`src/rtl/pipeline_hazard_ctrl_pkg.sv`:
```
// ---------------------------------------------------------------------------
// otter_pipe_pkg
// Shared types and constants for the pipeline hazard controller.
//   hz_state_e  : controller FSM states (RUN, MEM_WAIT)
//   pcsource_e  : execute-stage PC select encodings
//   REG_X0      : hard-wired zero register, never a hazard source
//   src_hazard  : helper that tests one decode source against a load target
// ---------------------------------------------------------------------------
package otter_pipe_pkg;

    typedef enum logic {
        RUN      = 1'b0,
        MEM_WAIT = 1'b1
    } hz_state_e;

    typedef enum logic [1:0] {
        PC_PLUS4 = 2'd0,
        JALR     = 2'd1,
        BRANCH   = 2'd2,
        JAL      = 2'd3
    } pcsource_e;

    localparam int REG_W   = 5;
    localparam int TIMER_W = 8;

    localparam logic [REG_W-1:0] REG_X0 = 5'd0;

    // A source only conflicts when it is actually read and the load target
    // is a real register; x0 writes are discarded so they can never hazard.
    function automatic logic src_hazard(input logic             uses,
                                        input logic [REG_W-1:0] rs,
                                        input logic [REG_W-1:0] rd);
        return uses && (rs == rd) && (rd != REG_X0);
    endfunction

endpackage

```
`src/rtl/pipeline_hazard_ctrl_if.sv`:
```
// ---------------------------------------------------------------------------
// pipeline_hazard_ctrl_if
// Bundle between the pipeline datapath and the hazard controller.
//   master modport : datapath side, drives hazard inputs, receives enables
//   slave modport  : controller side
// Signals:
//   id_rs1/id_rs2, id_uses_rs1/id_uses_rs2 : decode-stage sources
//   ex_rd, ex_memread2                     : ID/EX destination and load flag
//   pcsource                               : execute-stage PC select
//   mem_req, mem_ack                       : data memory handshake
//   pc_write, if_id_write, id_ex_write, ex_ms_write : stage load enables
//   if_id_flush, id_ex_flush               : bubble insertion
//   mem_err                                : sticky memory timeout flag
// ---------------------------------------------------------------------------
interface pipeline_hazard_ctrl_if;
    import otter_pipe_pkg::*;

    logic [REG_W-1:0] id_rs1;
    logic [REG_W-1:0] id_rs2;
    logic             id_uses_rs1;
    logic             id_uses_rs2;
    logic [REG_W-1:0] ex_rd;
    logic             ex_memread2;
    logic [1:0]       pcsource;
    logic             mem_req;
    logic             mem_ack;

    logic             pc_write;
    logic             if_id_write;
    logic             id_ex_write;
    logic             ex_ms_write;
    logic             if_id_flush;
    logic             id_ex_flush;
    logic             mem_err;

    modport master (
        output id_rs1, id_rs2, id_uses_rs1, id_uses_rs2, ex_rd, ex_memread2,
               pcsource, mem_req, mem_ack,
        input  pc_write, if_id_write, id_ex_write, ex_ms_write,
               if_id_flush, id_ex_flush, mem_err
    );

    modport slave (
        input  id_rs1, id_rs2, id_uses_rs1, id_uses_rs2, ex_rd, ex_memread2,
               pcsource, mem_req, mem_ack,
        output pc_write, if_id_write, id_ex_write, ex_ms_write,
               if_id_flush, id_ex_flush, mem_err
    );

endinterface

```
`src/rtl/pipeline_hazard_ctrl_sat_counter32.sv`:
```
// ---------------------------------------------------------------------------
// sat_counter32
// 32-bit up counter with enable that sticks at all-ones.
//   clk, rst_n : clock, asynchronous active-low reset
//   en         : count this cycle
//   count      : current value
// ---------------------------------------------------------------------------
module sat_counter32 (
    input  logic        clk,
    input  logic        rst_n,
    input  logic        en,
    output logic [31:0] count
);

    always_ff @(posedge clk or negedge rst_n) begin
        if (!rst_n) begin
            count <= '0;
        end else if (en && (count != 32'hFFFF_FFFF)) begin
            count <= count + 32'd1;
        end
    end

endmodule

```
`src/rtl/pipeline_hazard_ctrl.sv`:
```
// ---------------------------------------------------------------------------
// pipeline_hazard_ctrl
// Stall/flush controller for a 5-stage pipeline. Priority is
// memory freeze > redirect > load-use stall > normal advance.
// Parameter:
//   MEM_TIMEOUT : freeze cycles without mem_ack before abort (1..255)
// Ports:
//   clk, rst_n  : clock, asynchronous active-low reset
//   hz          : pipeline_hazard_ctrl_if.slave (hazard inputs, enables,
//                 flushes, sticky mem_err)
//   stall_cnt   : cycles with pc_write low (only with HAZARD_PERF_EN)
//   flush_cnt   : redirect cycles           (only with HAZARD_PERF_EN)
// Configuration macro: HAZARD_PERF_EN adds the two saturating counters.
// ---------------------------------------------------------------------------
module pipeline_hazard_ctrl
    import otter_pipe_pkg::*;
#(
    parameter int MEM_TIMEOUT = 16
) (
    input  logic                  clk,
    input  logic                  rst_n,
    pipeline_hazard_ctrl_if.slave hz
`ifdef HAZARD_PERF_EN
    ,
    output logic [31:0]           stall_cnt,
    output logic [31:0]           flush_cnt
`endif
);

    hz_state_e          state_q, state_d;
    logic [TIMER_W-1:0] timer_q, timer_d;
    logic               mem_err_q, mem_err_d;
    logic               frozen;
    logic               redirect;
    logic               load_use;

    always_ff @(posedge clk or negedge rst_n) begin
        if (!rst_n) begin
            state_q   <= RUN;
            timer_q   <= '0;
            mem_err_q <= 1'b0;
        end else begin
            state_q   <= state_d;
            timer_q   <= timer_d;
            mem_err_q <= mem_err_d;
        end
    end

    // In MEM_WAIT the request is already outstanding, so only the ack matters.
    // Outputs are forced to zero while reset is held so no stage loads.
    always_comb begin
        state_d   = state_q;
        timer_d   = timer_q;
        mem_err_d = mem_err_q;

        frozen   = (state_q == RUN) ? (hz.mem_req && !hz.mem_ack) : !hz.mem_ack;
        redirect = (hz.pcsource != PC_PLUS4);
        load_use = hz.ex_memread2 &&
                   (src_hazard(hz.id_uses_rs1, hz.id_rs1, hz.ex_rd) ||
                    src_hazard(hz.id_uses_rs2, hz.id_rs2, hz.ex_rd));

        hz.pc_write    = 1'b1;
        hz.if_id_write = 1'b1;
        hz.id_ex_write = 1'b1;
        hz.ex_ms_write = 1'b1;
        hz.if_id_flush = 1'b0;
        hz.id_ex_flush = 1'b0;

        case (state_q)
            RUN: begin
                if (hz.mem_req && !hz.mem_ack) begin
                    state_d = MEM_WAIT;
                    timer_d = TIMER_W'(1);
                end
            end
            MEM_WAIT: begin
                if (hz.mem_ack) begin
                    state_d = RUN;
                    timer_d = '0;
                end else if (timer_q == TIMER_W'(MEM_TIMEOUT)) begin
                    state_d   = RUN;
                    timer_d   = '0;
                    mem_err_d = 1'b1;
                end else begin
                    timer_d = timer_q + TIMER_W'(1);
                end
            end
            default: begin
                state_d = RUN;
                timer_d = '0;
            end
        endcase

        if (!rst_n || frozen) begin
            hz.pc_write    = 1'b0;
            hz.if_id_write = 1'b0;
            hz.id_ex_write = 1'b0;
            hz.ex_ms_write = 1'b0;
        end else if (redirect) begin
            hz.if_id_flush = 1'b1;
            hz.id_ex_flush = 1'b1;
        end else if (load_use) begin
            hz.pc_write    = 1'b0;
            hz.if_id_write = 1'b0;
            hz.id_ex_flush = 1'b1;
        end
    end

    assign hz.mem_err = mem_err_q;

`ifdef HAZARD_PERF_EN
    // A redirect cycle is exactly the one where the IF/ID flush fires.
    sat_counter32 u_stall_cnt (
        .clk   (clk),
        .rst_n (rst_n),
        .en    (!hz.pc_write),
        .count (stall_cnt)
    );

    sat_counter32 u_flush_cnt (
        .clk   (clk),
        .rst_n (rst_n),
        .en    (hz.if_id_flush),
        .count (flush_cnt)
    );
`endif

endmodule
```
`src/flat_wrapper.sv`:
```
// flat-port wrapper written by rule: the top's interface ports become plain ports
module pipeline_hazard_ctrl_flat import otter_pipe_pkg::*;
#(
    parameter int MEM_TIMEOUT = 16
)
  (clk, rst_n, hz_id_rs1, hz_id_rs2, hz_id_uses_rs1, hz_id_uses_rs2, hz_ex_rd, hz_ex_memread2, hz_pcsource, hz_mem_req, hz_mem_ack, hz_pc_write, hz_if_id_write, hz_id_ex_write, hz_ex_ms_write, hz_if_id_flush, hz_id_ex_flush, hz_mem_err);
  pipeline_hazard_ctrl_if hz_i ();
  input  logic clk;
  input  logic rst_n;
  input wire logic [$bits(hz_i.id_rs1)-1:0] hz_id_rs1;
  input wire logic [$bits(hz_i.id_rs2)-1:0] hz_id_rs2;
  input wire logic [$bits(hz_i.id_uses_rs1)-1:0] hz_id_uses_rs1;
  input wire logic [$bits(hz_i.id_uses_rs2)-1:0] hz_id_uses_rs2;
  input wire logic [$bits(hz_i.ex_rd)-1:0] hz_ex_rd;
  input wire logic [$bits(hz_i.ex_memread2)-1:0] hz_ex_memread2;
  input wire logic [$bits(hz_i.pcsource)-1:0] hz_pcsource;
  input wire logic [$bits(hz_i.mem_req)-1:0] hz_mem_req;
  input wire logic [$bits(hz_i.mem_ack)-1:0] hz_mem_ack;
  output wire logic [$bits(hz_i.pc_write)-1:0] hz_pc_write;
  output wire logic [$bits(hz_i.if_id_write)-1:0] hz_if_id_write;
  output wire logic [$bits(hz_i.id_ex_write)-1:0] hz_id_ex_write;
  output wire logic [$bits(hz_i.ex_ms_write)-1:0] hz_ex_ms_write;
  output wire logic [$bits(hz_i.if_id_flush)-1:0] hz_if_id_flush;
  output wire logic [$bits(hz_i.id_ex_flush)-1:0] hz_id_ex_flush;
  output wire logic [$bits(hz_i.mem_err)-1:0] hz_mem_err;
  assign hz_i.id_rs1 = hz_id_rs1;
  assign hz_i.id_rs2 = hz_id_rs2;
  assign hz_i.id_uses_rs1 = hz_id_uses_rs1;
  assign hz_i.id_uses_rs2 = hz_id_uses_rs2;
  assign hz_i.ex_rd = hz_ex_rd;
  assign hz_i.ex_memread2 = hz_ex_memread2;
  assign hz_i.pcsource = hz_pcsource;
  assign hz_i.mem_req = hz_mem_req;
  assign hz_i.mem_ack = hz_mem_ack;
  assign hz_pc_write = hz_i.pc_write;
  assign hz_if_id_write = hz_i.if_id_write;
  assign hz_id_ex_write = hz_i.id_ex_write;
  assign hz_ex_ms_write = hz_i.ex_ms_write;
  assign hz_if_id_flush = hz_i.if_id_flush;
  assign hz_id_ex_flush = hz_i.id_ex_flush;
  assign hz_mem_err = hz_i.mem_err;
  pipeline_hazard_ctrl #(.MEM_TIMEOUT(MEM_TIMEOUT)) u_core (.clk(clk), .rst_n(rst_n), .hz(hz_i));
endmodule
```
`config.mk`:
```
export PLATFORM = sky130hd
export DESIGN_NAME = pipeline_hazard_ctrl_flat
export DESIGN_NICKNAME = d
export VERILOG_FILES = /design/src/rtl/pipeline_hazard_ctrl_pkg.sv /design/src/rtl/pipeline_hazard_ctrl_if.sv /design/src/rtl/pipeline_hazard_ctrl_sat_counter32.sv /design/src/rtl/pipeline_hazard_ctrl.sv /design/src/flat_wrapper.sv
export SDC_FILE = /design/constraint.sdc
export NUM_CORES = 1
export LEC_CHECK = 0
export ABC_CLOCK_PERIOD_IN_PS = 2490
export BUFFER_PORTS_ARGS = -buffer_cell sky130_fd_sc_hd__buf_2
export CAP_MARGIN = 30
export CELL_PAD_IN_SITES_DETAIL_PLACEMENT = 0
export CELL_PAD_IN_SITES_GLOBAL_PLACEMENT = 1
export CORE_MARGIN = 2
export CORE_UTILIZATION = 35
export CTS_CLUSTER_SIZE = 16
export DETAILED_ROUTE_END_ITERATION = 12
export GPL_TIMING_DRIVEN = 0
export PLACE_DENSITY = 0.79
export SLEW_MARGIN = 20
export SYNTH_ARGS = -nofsm -noshare
export SYNTH_HDL_FRONTEND = slang
export SYNTH_SLANG_ARGS = --single-unit
```
`constraint.sdc`:
```
create_clock -name clk -period 2.49 [get_ports clk]
set_input_delay 0 -clock clk [delete_from_list [all_inputs] [get_ports clk]]
set_output_delay 0 -clock clk [all_outputs]
set_load 0.005 [all_outputs]
```
==> impl_metrics.toml <==
[outcome]
status = "finished, final reports clean"

[logic_synthesis]
synth_area_um2 = 690.7
synth_top_family_by_area = "simple AND/OR/NAND/NOR gates"
synthMuxAreaShare_pct = 0
synth_cells = 77
ys.flop_type = "dfrtp_1"
ys_seq_elements = 10
synthAdderAreaFrac_pct = 3.623
yosys.area_share.simple_pct = 19.20
synthTopCellsByArea = "dfrtp_1, xnor2_1, nor2_1, xor2_1, ha_1"
synth.largest_area_cell = "dfrtp_1"
ys_seq_area_share_pct = 36.23
ys_types = 29
netlist.area_leader.share_pct = 36.23
synth_edf_count = 0
synthXorXnorAreaFrac_pct = 17.75
synth_compound_area_share_pct = 18.12
syn_avg_cell_area_um2 = 8.970
syn_nets = 103
synthTopCellsByCount = "nor2_1, dfrtp_1, xnor2_1"
synth.yosys.warnings = 0
async_flop_share_pct = 100.0
yosysMostFrequentCell = "nor2_1"

[critical_path]
critPathMaxFanout = 6
arrival_ns = 1.90
startpoint_type = "register"
endpoint_kind = "register"
crit_start = "u_core.timer_q[0]"
crit_path_cell_trace = "inv_1, ha_1, and4bb_2, a21oi_1, nor2_1, a21oi_1"
worstReg2RegStart = "u_core.timer_q[0]"
r2r.worst_path.cells = 6
cp.required_ns = 2.70
crit_type = "reg2reg"
cpPeakStageDelay_ns = 0.39
timing.critical_path.mode_cell = "a21oi_1"
cp_slowest_cell = "dfrtp_1"

[clock_tree]
post-cts-setup-buffers = 0
cts_buffers = 3
clockBufferDepth = 2
clk_pin_slew_worst_paths_ns = 0.07
h-tree-depth = 1
cts_tree = "yes"
clock-sinks = 10
cts_resized = 0
worst_skew_pair.late_latency_ns = 0.28
cts_root_buffer = "clkbuf_4"
cts_hold_buf = 1

[timing]
fin_setup_tns_ns = 0
finalClockSkew_ns = 0.002493
fmax_mhz = 591.0
min_period_over_period_pct = 67.96
worst-slew-pin-transition_ns = 0.4576
min_period_ns = 1.692
rsz0062_at_grt = "no"
setup_viol = 0
report.final.slew_viol_count = 0
hold_violations = 0
slew_headroom_pct = 69.49

[power]
ir_drop_v = 0.0001651
p_per_area_mw_per_mm2 = 487.1
leakagePower_nw = 0.4621

[die]
start_util_pct = 36.32
core_area_mm2 = 0.001902
num_rows = 16
die_w_um = 48.42
boundaryPins = 31
die_y_um = 48.42
die-area_mm2 = 0.002345

[route]
via_per_inst = 4.734
wire_per_inst_um = 10.61
drt_iter0_markers = 8
via_count = 658
ant_nets = 0
drt-pass1-iter-count = 4
wirelength_mm = 1.475
drc_errors = 0

[grt]
grt_pass1_wl_mm = 2.559
grt_use_total_pct = 14.04
grt_pass1_vias = 632
grt.overflow.total = 0
grt_max_degree = 12
grt_antenna_before_repair = 0

[hold_path]
hold_depth = 3
worst_hold_startpoint = "hz_mem_ack"
hp-class = "in2reg"

[placed_design]
globalplace.congestion = 0.7734
hpwl_mm = 1.181
io_buffers = 30
dp.cells = 134

[flow_run]
cap_violations = 0

[cells_and_area]
drive_gt1_share_pct = 33.93
diodes = 0
syn2layout_area_growth_pct = 33.33
fin_nets = 139
instances_no_fill = 139
metrics by stage:
stage / total power, mW / cell area [um^2] / setup slack (ns) / util [%] / hold WS [ns]
global placement: 0.2986 / 874.6 / 0.7848 / 45.99 / -0.1207
detailed placement: 0.2998 / 874.6 / 0.7850 / 45.99 / -0.1223
global route: 0.4820 / 920.9 / 0.5837 / 48.42 / 0.04142
finish: 0.4486 / 920.9 / 0.7978 / 48.42 / 0.03229
floorplan: 0.2527 / 690.7 / 1.044 / - / -0.2956
CTS: 0.4532 / 920.9 / 0.7688 / 48.42 / 0.02466
critical path, delay by kind of cell, from the launching register on:
| kind | cells | cell delay [ns] |
|---|---|---|
| AND/OR/NAND/NOR | 2 | 0.44 |
| AO/OA/AOI/OAI | 2 | 0.53 |
| adder cells (fa/ha/maj) | 1 | 0.19 |
| buffers and inverters | 1 | 0.07 |
| flip-flops | 1 | 0.39 |
area by class of cell:
type	count	area, um^2
Buffer	3	20.02
Clock buffer	4	36.28
Fill cell	188	980.9
Inverter	4	15.01
Multi-Input combinational cell	60	405.4
Sequential cell	10	250.2
Tap cell	27	33.78
Timing Repair Buffer	31	160.2
routing by layer:
metal  track usage, %  vias to the layer above  part of all wire [%]
li1                 -                      339                     -
met4            10.00                        0                   2.0
met1            15.52                      296                    41
met3           0.9259                        3                   4.1
met5                0                        -                     0
met2            25.46                       20                    53
cells by family after synthesis:
| kind of cell | count (synthesis) |
|---|---|
| XOR/XNOR | 14 |
| AND/OR/NAND/NOR | 26 |
| buffers and inverters | 7 |
| adder cells (fa/ha/maj) | 2 |
| flip-flops | 10 |
| AO/OA/AOI/OAI | 18 |
power breakdown:
part	internal, mW	switching, mW	total, mW
logic	0.0556	0.0556	0.111
registers	0.174	0.0112	0.185
clock network	0.0891	0.0629	0.152
total	0.319	0.130	0.449
path summary, 6_finish.rpt:
kind	to	slack [ns]
min in group asynchronous	u_core.timer_q[0]	0.11
max reg2reg	u_core.timer_q[4]	0.80
min reg2reg	u_core.hz.mem_err	0.49
max	u_core.timer_q[4]	0.80
max in group asynchronous	u_core.timer_q[2]	2.18
min	u_core.hz.mem_err	0.03
sequential cells by signal (all words and copies together), names as in the netlist:
register and flops:
u_core.timer_q 8, u_core.hz.mem_err 1, u_core.state_q 1
layout by cell type, fill, tap and decap left out, drive strengths merged:
cell type,Yosys,final
buf,3,33
nor2,11,11
xnor2,10,10
dfrtp,10,10
inv,4,4
o21ai,4,4
xor2,4,4
clkbuf,0,4
nand2,3,3
nand4,2,2
a21oi,2,2
a21o,2,2
and3,2,2
nand3,2,2
a22o,2,2
o2111ai,2,2
ha,2,2
o22ai,1,1
or4,1,1
o21a,1,1
a31oi,1,1
a31o,1,1
and2b,1,1
and4bb,1,1
nor3,1,1
nand2b,1,1
o2bb2ai,1,1
o21bai,1,1
or3,1,1
dlygate4sd3,0,1
No activity file was read; power rests on OpenSTA's default activity.
